**config.mk**
```make
export PLATFORM = sky130hd
export DESIGN_NAME = control_unit
export DESIGN_NICKNAME = d
export VERILOG_FILES = /design/src/rtl/cpu_pkg.sv /design/src/rtl/reg_select.sv /design/src/rtl/control_unit.sv
export SDC_FILE = /design/constraint.sdc
export NUM_CORES = 1
export LEC_CHECK = 0
export CORE_MARGIN = 10
export CORE_UTILIZATION = 28
export DETAILED_ROUTE_END_ITERATION = 10
export GPL_TIMING_DRIVEN = 0
export MAX_ROUTING_LAYER = met4
export PLACE_DENSITY = 0.89
export SYNTH_ARGS = -nofsm -noshare
export SYNTH_HDL_FRONTEND = slang
export SYNTH_SLANG_ARGS = --single-unit
```
**constraint.sdc**
```tcl
create_clock -name clk -period 1.9 [get_ports clk]
set_input_delay 0.38 -clock clk [delete_from_list [all_inputs] [get_ports clk]]
set_output_delay 0.38 -clock clk [all_outputs]
set_load 0.01 [all_outputs]
```
**src/rtl/cpu_pkg.sv**
```systemverilog
// Shared constants for the control sequencer: IR field positions, opcodes, ALU codes, state encoding.
// CU_MULDIV_EN adds the T6 state and the mul/div decode; without it mul/div decode as nop.
package cpu_pkg;

  localparam int IR_OP_HI = 31;
  localparam int IR_OP_LO = 27;
  localparam int IR_RA_HI = 26;
  localparam int IR_RA_LO = 23;
  localparam int IR_RB_HI = 22;
  localparam int IR_RB_LO = 19;
  localparam int IR_RC_HI = 18;
  localparam int IR_RC_LO = 15;

  localparam logic [4:0] OP_ADD  = 5'b00011;
  localparam logic [4:0] OP_SUB  = 5'b00100;
  localparam logic [4:0] OP_SHR  = 5'b00101;
  localparam logic [4:0] OP_SHL  = 5'b00110;
  localparam logic [4:0] OP_ROR  = 5'b00111;
  localparam logic [4:0] OP_ROL  = 5'b01000;
  localparam logic [4:0] OP_AND  = 5'b01001;
  localparam logic [4:0] OP_OR   = 5'b01010;
  localparam logic [4:0] OP_MUL  = 5'b01111;
  localparam logic [4:0] OP_DIV  = 5'b10000;
  localparam logic [4:0] OP_NEG  = 5'b10001;
  localparam logic [4:0] OP_NOT  = 5'b10010;
  localparam logic [4:0] OP_NOP  = 5'b11010;
  localparam logic [4:0] OP_HALT = 5'b11011;

  localparam logic [3:0] ALU_ADD = 4'h0;
  localparam logic [3:0] ALU_SUB = 4'h1;
  localparam logic [3:0] ALU_AND = 4'h2;
  localparam logic [3:0] ALU_OR  = 4'h3;
  localparam logic [3:0] ALU_SHR = 4'h4;
  localparam logic [3:0] ALU_SHL = 4'h5;
  localparam logic [3:0] ALU_ROR = 4'h6;
  localparam logic [3:0] ALU_ROL = 4'h7;
  localparam logic [3:0] ALU_MUL = 4'h8;
  localparam logic [3:0] ALU_DIV = 4'h9;
  localparam logic [3:0] ALU_NEG = 4'hA;
  localparam logic [3:0] ALU_NOT = 4'hB;

`ifdef CU_MULDIV_EN
  localparam int ST_W = 4;
`else
  localparam int ST_W = 3;
`endif

  localparam logic [ST_W-1:0] ST_RESET = ST_W'(0);
  localparam logic [ST_W-1:0] ST_T0    = ST_W'(1);
  localparam logic [ST_W-1:0] ST_T1    = ST_W'(2);
  localparam logic [ST_W-1:0] ST_T2    = ST_W'(3);
  localparam logic [ST_W-1:0] ST_T3    = ST_W'(4);
  localparam logic [ST_W-1:0] ST_T4    = ST_W'(5);
  localparam logic [ST_W-1:0] ST_T5    = ST_W'(6);
  localparam logic [ST_W-1:0] ST_HALT  = ST_W'(7);
`ifdef CU_MULDIV_EN
  localparam logic [ST_W-1:0] ST_T6    = ST_W'(8);
`endif

  typedef struct packed {
    logic       exec;
    logic       halt;
    logic       unary;
    logic       muldiv;
    logic [3:0] alu;
  } op_dec_t;

  function automatic op_dec_t decode_op(input logic [4:0] op);
    op_dec_t d;
    d = '0;
    case (op)
      OP_ADD:  begin d.exec = 1'b1; d.alu = ALU_ADD; end
      OP_SUB:  begin d.exec = 1'b1; d.alu = ALU_SUB; end
      OP_SHR:  begin d.exec = 1'b1; d.alu = ALU_SHR; end
      OP_SHL:  begin d.exec = 1'b1; d.alu = ALU_SHL; end
      OP_ROR:  begin d.exec = 1'b1; d.alu = ALU_ROR; end
      OP_ROL:  begin d.exec = 1'b1; d.alu = ALU_ROL; end
      OP_AND:  begin d.exec = 1'b1; d.alu = ALU_AND; end
      OP_OR:   begin d.exec = 1'b1; d.alu = ALU_OR;  end
      OP_MUL: begin
        d.alu = ALU_MUL;
`ifdef CU_MULDIV_EN
        d.exec = 1'b1; d.muldiv = 1'b1;
`endif
      end
      OP_DIV: begin
        d.alu = ALU_DIV;
`ifdef CU_MULDIV_EN
        d.exec = 1'b1; d.muldiv = 1'b1;
`endif
      end
      OP_NEG:  begin d.exec = 1'b1; d.unary = 1'b1; d.alu = ALU_NEG; end
      OP_NOT:  begin d.exec = 1'b1; d.unary = 1'b1; d.alu = ALU_NOT; end
      OP_HALT: d.halt = 1'b1;
      OP_NOP:  d = '0;
      default: d = '0;
    endcase
    return d;
  endfunction

endpackage

```
**src/rtl/reg_select.sv**
```systemverilog
// 4-to-NREGS one-hot register selector; output is all-zero when not enabled.
module reg_select #(
  parameter int NREGS = 16
) (
  input  logic             en_i,
  input  logic [3:0]       sel_i,
  output logic [NREGS-1:0] onehot_o
);

  always_comb begin
    onehot_o = '0;
    if (en_i) onehot_o[sel_i] = 1'b1;
  end

endmodule

```
**src/rtl/control_unit.sv**
```systemverilog
// Hardwired Moore sequencer for data_path: fetch in T0-T2, register-register execute in T3-T6.
// Define CU_MULDIV_EN to sequence mul/div through T5/T6 with LOin/HIin; otherwise they act as nop.
module control_unit
  import cpu_pkg::*;
#(
  parameter int NREGS = 16
) (
  input  logic             clk,
  input  logic             clear,
  input  logic [31:0]      ir,
  input  logic             stop,
  output logic [NREGS-1:0] rin,
  output logic [NREGS-1:0] rout,
  output logic             PCout,
  output logic             PCin,
  output logic             IncPC,
  output logic             MARin,
  output logic             MDRin,
  output logic             MDRout,
  output logic             Read,
  output logic             IRin,
  output logic             Yin,
  output logic             ZIn,
  output logic             ZLowout,
  output logic             ZHighout,
  output logic             HIin,
  output logic             LOin,
  output logic [3:0]       ALUselect,
  output logic             run
);

  logic [ST_W-1:0] state_q, state_d;
  logic [3:0]      alu_q, alu_d;
  logic            unary_q, unary_d;
  logic            muldiv_q, muldiv_d;
  op_dec_t         dec;
  logic [3:0]      ra, rb, rc, rout_sel;
  logic            rin_en, rout_en;
  logic            unused_ir;

  assign dec       = decode_op(ir[IR_OP_HI:IR_OP_LO]);
  assign ra        = ir[IR_RA_HI:IR_RA_LO];
  assign rb        = ir[IR_RB_HI:IR_RB_LO];
  assign rc        = ir[IR_RC_HI:IR_RC_LO];
  assign unused_ir = ^ir[IR_RC_LO-1:0];

  // Operation class is captured in T2 so execute-phase strobes stay pure state decode.
  always_comb begin
    state_d  = state_q;
    alu_d    = alu_q;
    unary_d  = unary_q;
    muldiv_d = muldiv_q;
    case (state_q)
      ST_RESET: state_d = ST_T0;
      ST_T0:    state_d = stop ? ST_HALT : ST_T1;
      ST_T1:    state_d = ST_T2;
      ST_T2: begin
        alu_d    = dec.alu;
        unary_d  = dec.unary;
        muldiv_d = dec.muldiv;
        if (dec.halt)      state_d = ST_HALT;
        else if (dec.exec) state_d = ST_T3;
        else               state_d = ST_T0;
      end
      ST_T3:    state_d = ST_T4;
      ST_T4:    state_d = ST_T5;
`ifdef CU_MULDIV_EN
      ST_T5:    state_d = muldiv_q ? ST_T6 : ST_T0;
      ST_T6:    state_d = ST_T0;
`else
      ST_T5:    state_d = ST_T0;
`endif
      ST_HALT:  state_d = ST_HALT;
      default:  state_d = ST_RESET;
    endcase
  end

  always_ff @(posedge clk or posedge clear) begin
    if (clear) begin
      state_q  <= ST_RESET;
      alu_q    <= '0;
      unary_q  <= 1'b0;
      muldiv_q <= 1'b0;
    end else begin
      state_q  <= state_d;
      alu_q    <= alu_d;
      unary_q  <= unary_d;
      muldiv_q <= muldiv_d;
    end
  end

  // T0 strobes are state-only; a stop seen in T0 only redirects the next state.
  always_comb begin
    PCout = 1'b0; PCin = 1'b0; IncPC = 1'b0; MARin = 1'b0;
    MDRin = 1'b0; MDRout = 1'b0; Read = 1'b0; IRin = 1'b0;
    Yin = 1'b0; ZIn = 1'b0; ZLowout = 1'b0; ZHighout = 1'b0;
    HIin = 1'b0; LOin = 1'b0;
    ALUselect = 4'h0;
    run = 1'b0;
    rin_en = 1'b0;
    rout_en = 1'b0;
    rout_sel = rb;
    case (state_q)
      ST_T0: begin
        run = 1'b1; PCout = 1'b1; MARin = 1'b1; IncPC = 1'b1; ZIn = 1'b1;
      end
      ST_T1: begin
        run = 1'b1; ZLowout = 1'b1; PCin = 1'b1; Read = 1'b1; MDRin = 1'b1;
      end
      ST_T2: begin
        run = 1'b1; MDRout = 1'b1; IRin = 1'b1;
      end
      ST_T3: begin
        run = 1'b1; Yin = 1'b1; rout_en = 1'b1;
      end
      ST_T4: begin
        run = 1'b1; ZIn = 1'b1; ALUselect = alu_q; rout_en = 1'b1;
        rout_sel = unary_q ? rb : rc;
      end
      ST_T5: begin
        run = 1'b1; ZLowout = 1'b1;
`ifdef CU_MULDIV_EN
        LOin   = muldiv_q;
`endif
        rin_en = ~muldiv_q;
      end
`ifdef CU_MULDIV_EN
      ST_T6: begin
        run = 1'b1; ZHighout = 1'b1; HIin = 1'b1;
      end
`endif
      default: ;
    endcase
  end

  reg_select #(.NREGS(NREGS)) u_rin_sel (
    .en_i     (rin_en),
    .sel_i    (ra),
    .onehot_o (rin)
  );

  reg_select #(.NREGS(NREGS)) u_rout_sel (
    .en_i     (rout_en),
    .sel_i    (rout_sel),
    .onehot_o (rout)
  );

endmodule
```
==> results.sh, run 1 <==
export IMPL_die_w_microns=78.4
export IMPL_yosysTopAreaCell="dfrtp_1"
export IMPL_ys_async_sr_fraction_pct=100
export IMPL_ant_nets=0
export IMPL_gp_congestion=0.877
export IMPL_crit_arrival_ns=1.91
export IMPL_clock_sinks=8
export IMPL_setup_ws_ns=-0.388
export IMPL_status="complete, but fails checks"
export IMPL_slew_limit_headroom_pct=58.4
export IMPL_cp_end_kind="primary output"
export IMPL_clk_pin_slew_ns=0.05
export IMPL_track_usage_pct=12.2
export IMPL_cts_max_level=1
export IMPL_layout_drive_gt1_share_pct=44.9
export IMPL_port_buffer_count=65
export IMPL_synthDistinctLibCells=34
export IMPL_ir_worst_vdd_v=0.000433
export IMPL_start_util_pct=28.9
export IMPL_first_global_vias=1310
export IMPL_slew_violations=0
export IMPL_synth_seq_area_share_pct=20.9
export IMPL_syn_avg_cell_area_sq_um=6.78
export IMPL_ioPinCount=86
export IMPL_fmax_mhz=437
export IMPL_instances_no_fill=273
export IMPL_seq_area_sq_um=203
export IMPL_cts_made_buffers=3
export IMPL_multiInputGateArea_sq_um=823
export IMPL_fin_area_sq_um=1880
export IMPL_synth_top_area_share_pct=20.9
export IMPL_place_ws_ns=-0.600
export IMPL_finalSetupViolCount=24
export IMPL_drv_cap=0
export IMPL_powerDensity_nw_per_um2=1020
export IMPL_core_area_sq_um=3310
export IMPL_synth_edf_count=0
export IMPL_cp_data_required_time_ns=1.52
export IMPL_area_growth_pct=96.7
export IMPL_violations="negative setup slack"
export IMPL_post_drt_wl_per_cell_microns=14.0
export IMPL_nFillCells=313
export IMPL_die_area_sq_um=6150
export IMPL_root_buffer="clkbuf_4"
export IMPL_synth_main_ff_cell="dfrtp_1"
export IMPL_grt_pass1_wl_microns=6190
export IMPL_finalPower_uw=1910
export IMPL_utilization_pct=56.8
export IMPL_hp_class="in2async"
export IMPL_dp_cells=254
export IMPL_syn_area_sq_um=956
export IMPL_dp_hpwl_microns=2940
export IMPL_cts_buffer_depth=2
export IMPL_finalCritPeriodShare_pct=120
export IMPL_grt_max_degree=11
export IMPL_drc=0
export IMPL_post_dp_cell_area_sq_um=1670
export IMPL_clock_latency_ns=0.25
export IMPL_tightest_slew_ns=0.622
export IMPL_die_y_microns=78.4
export IMPL_routed_wl_microns=3820
export IMPL_synth_area_top_cells="dfrtp_1, nor2_1, buf_4"
export IMPL_fp_row_count=21
export IMPL_period_needed_ns=2.29
export IMPL_cts_tree="done"
export IMPL_hold_viol=0
export IMPL_firstDrtPassIters=4
export IMPL_leakage_uw=0.000895
export IMPL_rsz0062_at_grt="yes"
export IMPL_num_vias=1305
export IMPL_nNetsFinal=264
export IMPL_synth_seq_cells=8
export IMPL_diodes=0
export IMPL_fin_skew_ns=0.00299
export IMPL_path_max_fanout=4
export IMPL_viasPerCell=4.78
export IMPL_crit_type="reg2out"
export IMPL_drt_iter0_drc=38
export IMPL_yosysWarnings=0
export IMPL_synth_cells=141
export IMPL_globalRouteOverflowTotal=0
export IMPL_antenna_found_initial=0
export IMPL_cp_start_kind="flip-flop"
==> area by class of cell <==
cell class | instances | area share, %
plain buffers | 14 | 5.85
clock buffers | 3 | 1.20
inverters | 4 | 0.931
multi-input cells | 116 | 43.8
flip-flops and latches | 8 | 10.8
well taps | 46 | 3.06
repair buffers | 82 | 34.4
==> worst max-delay path, stage by stage, from the launching register on <==
cell	delay (ns)
dfrtp_1	0.42
nor4bb_4	0.32
buf_6	0.19
mux2i_4	0.29
nand3_2	0.15
nor2_2	0.14
buf_2	0.14
==> logic make-up (layout without fill, tap and decap cells) <==
family                    Yosys count  after routing  share of synthesized area [%]
AOI/OAI and AO/OA                  21             21                           13.1
xor gates and xnor gates            2              2                           1.83
buffers and inverters              19            103                           11.8
DFF                                 8              8                           20.9
muxes                               6              6                           6.54
other                               1              3                          0.392
and+or+nand+nor                    84             84                           45.4
==> Yosys cell counts (all sizes together), types with 2 or more instances <==
library cell,count
and3,5
buf,10
and2,2
nor3,6
mux2i,4
mux2,2
nor2b,4
nand3,6
a31oi,2
nor2,34
dfrtp,8
nor3b,3
o31ai,3
o21ai,6
nand2,10
inv,4
a21oi,7
nand2b,7
clkbuf,5
==> metrics by stage <==
stage          TNS (ns)  hold slack [ns]
2_1_floorplan         0            0.196
6_report          -6.63            0.367
3_3_place_gp     -16.53            0.458
3_5_place_dp     -17.41            0.462
5_1_grt           -9.56            0.402
4_1_cts           -7.46            0.368
==> state kept, by name (all words and copies together) (netlist names) <==
signal and cells:
unary_q 1, state_q 3, alu_q 4
==> final timing paths <==
path / to / slack [ns] / from / depth (start not counted)
worst max register to register: state_q[2] / 0.36 / state_q[1] / 4
max in group asynchronous: state_q[0] / 1.28 / clear / 2
worst min-delay path: alu_q[2] / 0.37 / clear / 2
worst max-delay path: rout[7] / -0.39 / unary_q / 6
min in group clk: alu_q[0] / 0.47 / alu_q[0] / 2
worst min register to register: alu_q[0] / 0.47 / alu_q[0] / 2
==> metal layers <==
| metal | global-route usage [%] | share of wire (%) | up-vias |
|---|---|---|---|
| met4 | 4.12 | 1.4 | 0 |
| met1 | 12.9 | 41 | 596 |
| met2 | 22.6 | 54 | 51 |
| met3 | 1.71 | 4.1 | 7 |
| li1 | - | - | 651 |
| met5 | - | 0 | - |
==> report_power, final <==
part | total (uW) | internal, uW | leakage, uW | switching, uW
combinational | 1470 | 771 | 0.000784 | 695
sequential | 319 | 253 | 0.0000966 | 66.5
clock | 125 | 71.9 | 0.0000138 | 52.7
total | 1910 | 1100 | 0.000895 | 814
==> placed cells by master, fill, tap and decap left out, types with 4 or more instances in the layout <==
cell type,count
and3_1,5
buf_6,4
clkbuf_2,5
buf_2,22
a21oi_1,7
nand2_1,7
clkdlybuf4s50_1,14
clkdlybuf4s15_2,8
dlygate4sd2_1,10
dfrtp_1,6
nor2_1,28
nor2_2,6
o21ai_0,6
nand2b_1,5
buf_4,25
nor3_1,4
==> timing repair <==
item,in CTS,in global routing
setup buffers,15,2
gates cloned,0,0
gates resized for setup,182,22
hold buffers,0,0
setup endpoints to repair,48,41
pin swaps,19,7
No activity file was read; power rests on OpenSTA's default activity.
==> run 2: changes to the inputs <==
--- a/config.mk
+++ b/config.mk
@@ -5,6 +5,7 @@
 export SDC_FILE = /design/constraint.sdc
 export NUM_CORES = 1
 export LEC_CHECK = 0
+export CORE_ASPECT_RATIO = 0.7
 export CORE_MARGIN = 10
 export CORE_UTILIZATION = 28
 export DETAILED_ROUTE_END_ITERATION = 10
==> run 2 against run 1 <==
Against the previous run: the run still ends with negative setup slack left; die area increased by 0.60%; clock skew decreased by 0.00096 ns; count of clock-buffer cells in the layout unchanged; via count decreased by 1.2%; worst hold slack improved by 0.043 ns; final area decreased by 0.27%; setup slack improved by 0.014 ns; highest routed layer unchanged.
==> results.sh, run 2 (synthesis gave the netlist of run 1 again) <==
export IMPL_powerDensity_nw_per_um2=1060
export IMPL_cp_end_kind="primary output"
export IMPL_cts_hold_fix_buffers=0
export IMPL_track_usage_pct=12.2
export IMPL_die_area_sq_um=6190
export IMPL_grt_pass1_wl_microns=6080
export IMPL_grt_busiest_layer="met2"
export IMPL_drt_iter0_drc=68
export IMPL_use_met2_pct=21.7
export IMPL_finalSetupViolCount=26
export IMPL_cts_max_level=1
export IMPL_cts_buffer_depth=2
export IMPL_ir_worst_vdd_v=0.000445
export IMPL_hold_viol=0
export IMPL_max_flop_register="alu_q"
export IMPL_crit_arrival_ns=1.89
export IMPL_rsz0062_at_grt="yes"
export IMPL_root_buffer="clkbuf_8"
export IMPL_tightest_slew_ns=0.536
export IMPL_finalPower_uw=2000
export IMPL_clock_sinks=8
export IMPL_clk_pin_slew_ns=0.04
export IMPL_status="complete, but fails checks"
export IMPL_dp_hpwl_microns=3050
export IMPL_cp_start_kind="flip-flop"
export IMPL_finalHoldWorstSlack_ns=0.411
export IMPL_post_dp_cell_area_sq_um=1670
export IMPL_clock_latency_ns=0.22
export IMPL_num_vias=1289
export IMPL_rr_worst_depth=5
export IMPL_period_needed_ns=2.27
export IMPL_die_w_microns=89.8
export IMPL_firstDrtPassIters=5
export IMPL_viasPerCell=4.70
export IMPL_gp_congestion=0.849
export IMPL_drv_cap=0
export IMPL_leakage_uw=0.000926
export IMPL_fin_skew_ns=0.00203
export IMPL_violations="negative setup slack"
export IMPL_first_global_vias=1250
export IMPL_slew_violations=0
export IMPL_globalRouteOverflowTotal=0
export IMPL_fmax_mhz=440
export IMPL_ioPinCount=86
export IMPL_hp_class="in2async"
export IMPL_antenna_found_initial=0
export IMPL_diodes=0
export IMPL_ant_nets=0
export IMPL_crit_type="reg2out"
export IMPL_nFillCells=299
export IMPL_area_growth_pct=96.2
export IMPL_setup_ws_ns=-0.374
export IMPL_cts_made_buffers=3
export IMPL_use_met1_pct=14.0
export IMPL_largest_reg_flops=4
export IMPL_cts_tree="done"
export IMPL_path_max_fanout=6
export IMPL_slew_limit_headroom_pct=64.1
export IMPL_die_y_microns=68.9
export IMPL_start_util_pct=29.8
export IMPL_reg_top3="alu_q (4), state_q (3), unary_q (1)"
export IMPL_fp_row_count=17
export IMPL_layout_commonest_cell="buf_2"
export IMPL_final_cell_mix="buf_2, nor2_1, buf_4, clkdlybuf4s50_1, clkbuf_2"
export IMPL_drc=0
export IMPL_post_drt_wl_per_cell_microns=14.8
export IMPL_finalCritPeriodShare_pct=120
export IMPL_fin_area_sq_um=1880
export IMPL_core_area_sq_um=3210
export IMPL_port_buffer_count=65
export IMPL_layout_drive_gt1_share_pct=49.8
export IMPL_grtUsageMet3_pct=1.72
export IMPL_cp_data_required_time_ns=1.52
export IMPL_routed_wl_microns=4050
export IMPL_nNetsFinal=264
export IMPL_grt_max_degree=11
## run 2: cell types whose count changed in the layout (fill, tap and decap cells not counted), sizes merged
cell and delta:
buf +11, clkbuf +4, dlygate4sd2 -4, clkdlybuf4s15 -10
clkdlybuf4s50 -1
## run 2: area by class of cell
type	instances	area (sq um)	area share, %
Multi-Input combinational cell	116	848	45.2
Buffer	15	115	6.14
Sequential cell	8	201	10.7
Clock buffer	3	41.3	2.20
Inverter	4	15.0	0.801
Tap cell	47	58.8	3.14
Timing Repair Buffer	81	596	31.8
## run 2: through the flow
step / util [%] / TNS [ns] / setup slack, ns / std cells
global route: 58.4 / -8.54 / -0.455 / 274
floorplan: - / 0 / 0.0359 / 143
finish: 58.4 / -5.93 / -0.374 / 274
CTS: 56.6 / -5.49 / -0.362 / 270
global placement: 52.1 / -16.14 / -0.522 / 255
detailed placement: 52.1 / -17.55 / -0.593 / 255
## run 2: critical path: stages, from the launching register on
cell and delay, ns:
dfrtp_1 0.36, buf_6 0.13, nor4bb_4 0.26, buf_6 0.18, mux2i_4 0.26, nand3_2 0.15
nor2_1 0.16, buf_2 0.16
## run 2: path summary, 6_finish.rpt
kind / from / end / slack [ns]
min in group clk: alu_q[2] / alu_q[2] / 0.47
max in group asynchronous: clear / state_q[0] / 1.23
min: clear / alu_q[1] / 0.41
max reg2reg: state_q[1] / state_q[2] / 0.40
max: state_q[1] / rout[2] / -0.37
min reg2reg: alu_q[2] / alu_q[2] / 0.47
## run 2: repair_timing
item / in CTS / in global routing
buffers inserted: 12 / 4
endpoints found under the hold margin: 0 / 0
endpoints found under the setup margin: 48 / 41
gates resized for setup: 184 / 44
pin swaps: 8 / 18
## run 2: routing by layer
layer	vias to the layer above	share of wire, %
li1	643	-
met2	39	53
met3	4	2.6
met4	0	1.0
met5	-	0
met1	603	43
## run 2: report_power, final
group | total, uW | internal (uW) | switching (uW)
registers | 305 | 251 | 54.5
logic | 1490 | 765 | 725
clock network | 201 | 137 | 64.4
total | 2000 | 1150 | 844
==> run 3: changes to the inputs <==
--- a/config.mk
+++ b/config.mk
@@ -12,6 +12,7 @@
 export GPL_TIMING_DRIVEN = 0
 export MAX_ROUTING_LAYER = met4
 export PLACE_DENSITY = 0.89
+export REMOVE_ABC_BUFFERS = 1
 export SYNTH_ARGS = -nofsm -noshare
 export SYNTH_HDL_FRONTEND = slang
 export SYNTH_SLANG_ARGS = --single-unit
==> run 3 against run 2 <==
Against the previous run: the flow still finishes with violations (negative setup slack); clock skew shrank 0.00078 ns; global-route usage shrank 0.30 points; power shrank 2.0%; setup slack gained 0.063 ns; core utilization shrank 3.2 points; die area is the same; critical endpoint is now rout[6].
==> results.sh, run 3 (synthesis gave the netlist of run 1 again) <==
export IMPL_slew_violations=0
export IMPL_fmax_mhz=452
export IMPL_hp_class="in2async"
export IMPL_gp_congestion=0.806
export IMPL_fin_area_sq_um=1770
export IMPL_track_usage_pct=11.9
export IMPL_finalCritPeriodShare_pct=116
export IMPL_rsz0062_at_grt="yes"
export IMPL_root_buffer="clkbuf_8"
export IMPL_diodes=0
export IMPL_layout_drive_gt1_share_pct=49.1
export IMPL_nNetsFinal=257
export IMPL_area_growth_pct=85.3
export IMPL_place_ws_ns=-0.802
export IMPL_clock_latency_ns=0.22
export IMPL_rr_worst_depth=7
export IMPL_clk_pin_slew_ns=0.04
export IMPL_hold_viol=0
export IMPL_die_y_microns=68.9
export IMPL_finalSetupViolCount=20
export IMPL_post_dp_cell_area_sq_um=1600
export IMPL_drt_iter0_drc=64
export IMPL_cp_data_required_time_ns=1.52
export IMPL_globalRouteOverflowTotal=0
export IMPL_cp_end_kind="primary output"
export IMPL_cts_buffer_depth=2
export IMPL_crit_top_cell="buf_6"
export IMPL_crit_slowest_cell="dfrtp_1"
export IMPL_core_area_sq_um=3210
export IMPL_period_needed_ns=2.21
export IMPL_ant_nets=0
export IMPL_nFillCells=305
export IMPL_die_area_sq_um=6190
export IMPL_cp_start_kind="flip-flop"
export IMPL_max_flop_register="alu_q"
export IMPL_layout_commonest_cell="buf_2"
export IMPL_cp_startpoint="unary_q"
export IMPL_dp_hpwl_microns=2950
export IMPL_utilization_pct=55.2
export IMPL_reg_top3="alu_q (4), state_q (3), unary_q (1)"
export IMPL_largest_reg_flops=4
export IMPL_seq_area_sq_um=204
export IMPL_grt_max_degree=13
export IMPL_leakage_uw=0.000848
export IMPL_viasPerCell=4.74
export IMPL_start_util_pct=29.8
export IMPL_num_vias=1265
export IMPL_final_cell_mix="buf_2, nor2_1, clkbuf_2, buf_4, clkdlybuf4s50_1"
export IMPL_crit_arrival_ns=1.83
export IMPL_ioPinCount=86
export IMPL_path_cells="nor4bb_4 > buf_6 > mux2i_4 > buf_6 > nand2b_4 > nor2_1 > buf_2"
export IMPL_crit_type="reg2out"
export IMPL_first_global_vias=1188
export IMPL_die_w_microns=89.8
export IMPL_antenna_found_initial=0
export IMPL_fp_row_count=17
export IMPL_grt_pass1_wl_microns=5910
export IMPL_status="complete, but fails checks"
export IMPL_routed_wl_microns=3940
export IMPL_clock_sinks=8
export IMPL_cts_max_level=1
export IMPL_cts_made_buffers=3
export IMPL_fin_skew_ns=0.00125
export IMPL_reg2reg_from="state_q[2]"
export IMPL_firstDrtPassIters=4
export IMPL_path_max_fanout=4
export IMPL_r2r_end="state_q[0]"
export IMPL_cts_tree="done"
export IMPL_post_drt_wl_per_cell_microns=14.7
export IMPL_ir_worst_vdd_v=0.000445
export IMPL_drv_cap=0
export IMPL_violations="negative setup slack"
export IMPL_port_buffer_count=67
export IMPL_finalPower_uw=1960
export IMPL_setup_ws_ns=-0.311
export IMPL_multiInputGateArea_sq_um=817
export IMPL_drc=0
export IMPL_powerDensity_nw_per_um2=1100
export IMPL_cpPeakStageDelay_ns=0.41
export IMPL_reg2reg_slack_ns=0.48
run 3: per-layer routing:
metal,vias to the layer above,part of all wire (%),global-route usage [%],routed length [microns]
li1,629,-,-,-
met1,576,45,13.7,1760
met2,56,48,20.7,1900
met3,4,5.6,2.80,220
met4,0,1.3,3.61,53
met5,-,0,-,0
run 3: power by group:
part / switching, uW / internal (uW)
combinational: 704 / 724
clock: 60.4 / 137
sequential: 77.1 / 255
total: 841 / 1120
run 3: worst max path at each step:
stage | to | depth (start not counted)
after floorplan | rout[0] | 4
after global placement | rout[1] | 5
after detailed placement | rout[13] | 5
after CTS | rout[10] | 7
after global routing | rout[8] | 7
final | rout[6] | 7
run 3: final cells by class:
type	instances	area share [%]
inverters	4	1.06
clock buffers	3	2.33
repair buffers	89	35.7
well taps	47	3.32
flip-flops and latches	8	11.5
multi-input cells	116	46.1
run 3: worst max-delay path: cells and delay by family (launching register included):
kind / cells / cell delay, ns
buffers and inverters: 3 / 0.46
AND/OR/NAND/NOR: 3 / 0.44
flip-flops: 1 / 0.41
multiplexers: 1 / 0.29
run 3: through the flow:
stage | setup TNS (ns) | cells | hold slack, ns
after global routing | -6.68 | 267 | 0.427
after floorplan | -0.702 | 128 | 0.196
after CTS | -4.80 | 259 | 0.418
after detailed placement | -19.00 | 242 | 0.478
final | -4.72 | 267 | 0.404
after global placement | -17.43 | 242 | 0.459
run 3: timing repair:
| item | 4_1_cts | 5_1_grt |
|---|---|---|
| hold buffers | 0 | 0 |
| hold endpoints to repair | 0 | 0 |
| setup buffers | 14 | 9 |
| pin swaps | 19 | 9 |
| endpoints found under the setup margin | 48 | 43 |
| resized for setup | 158 | 62 |
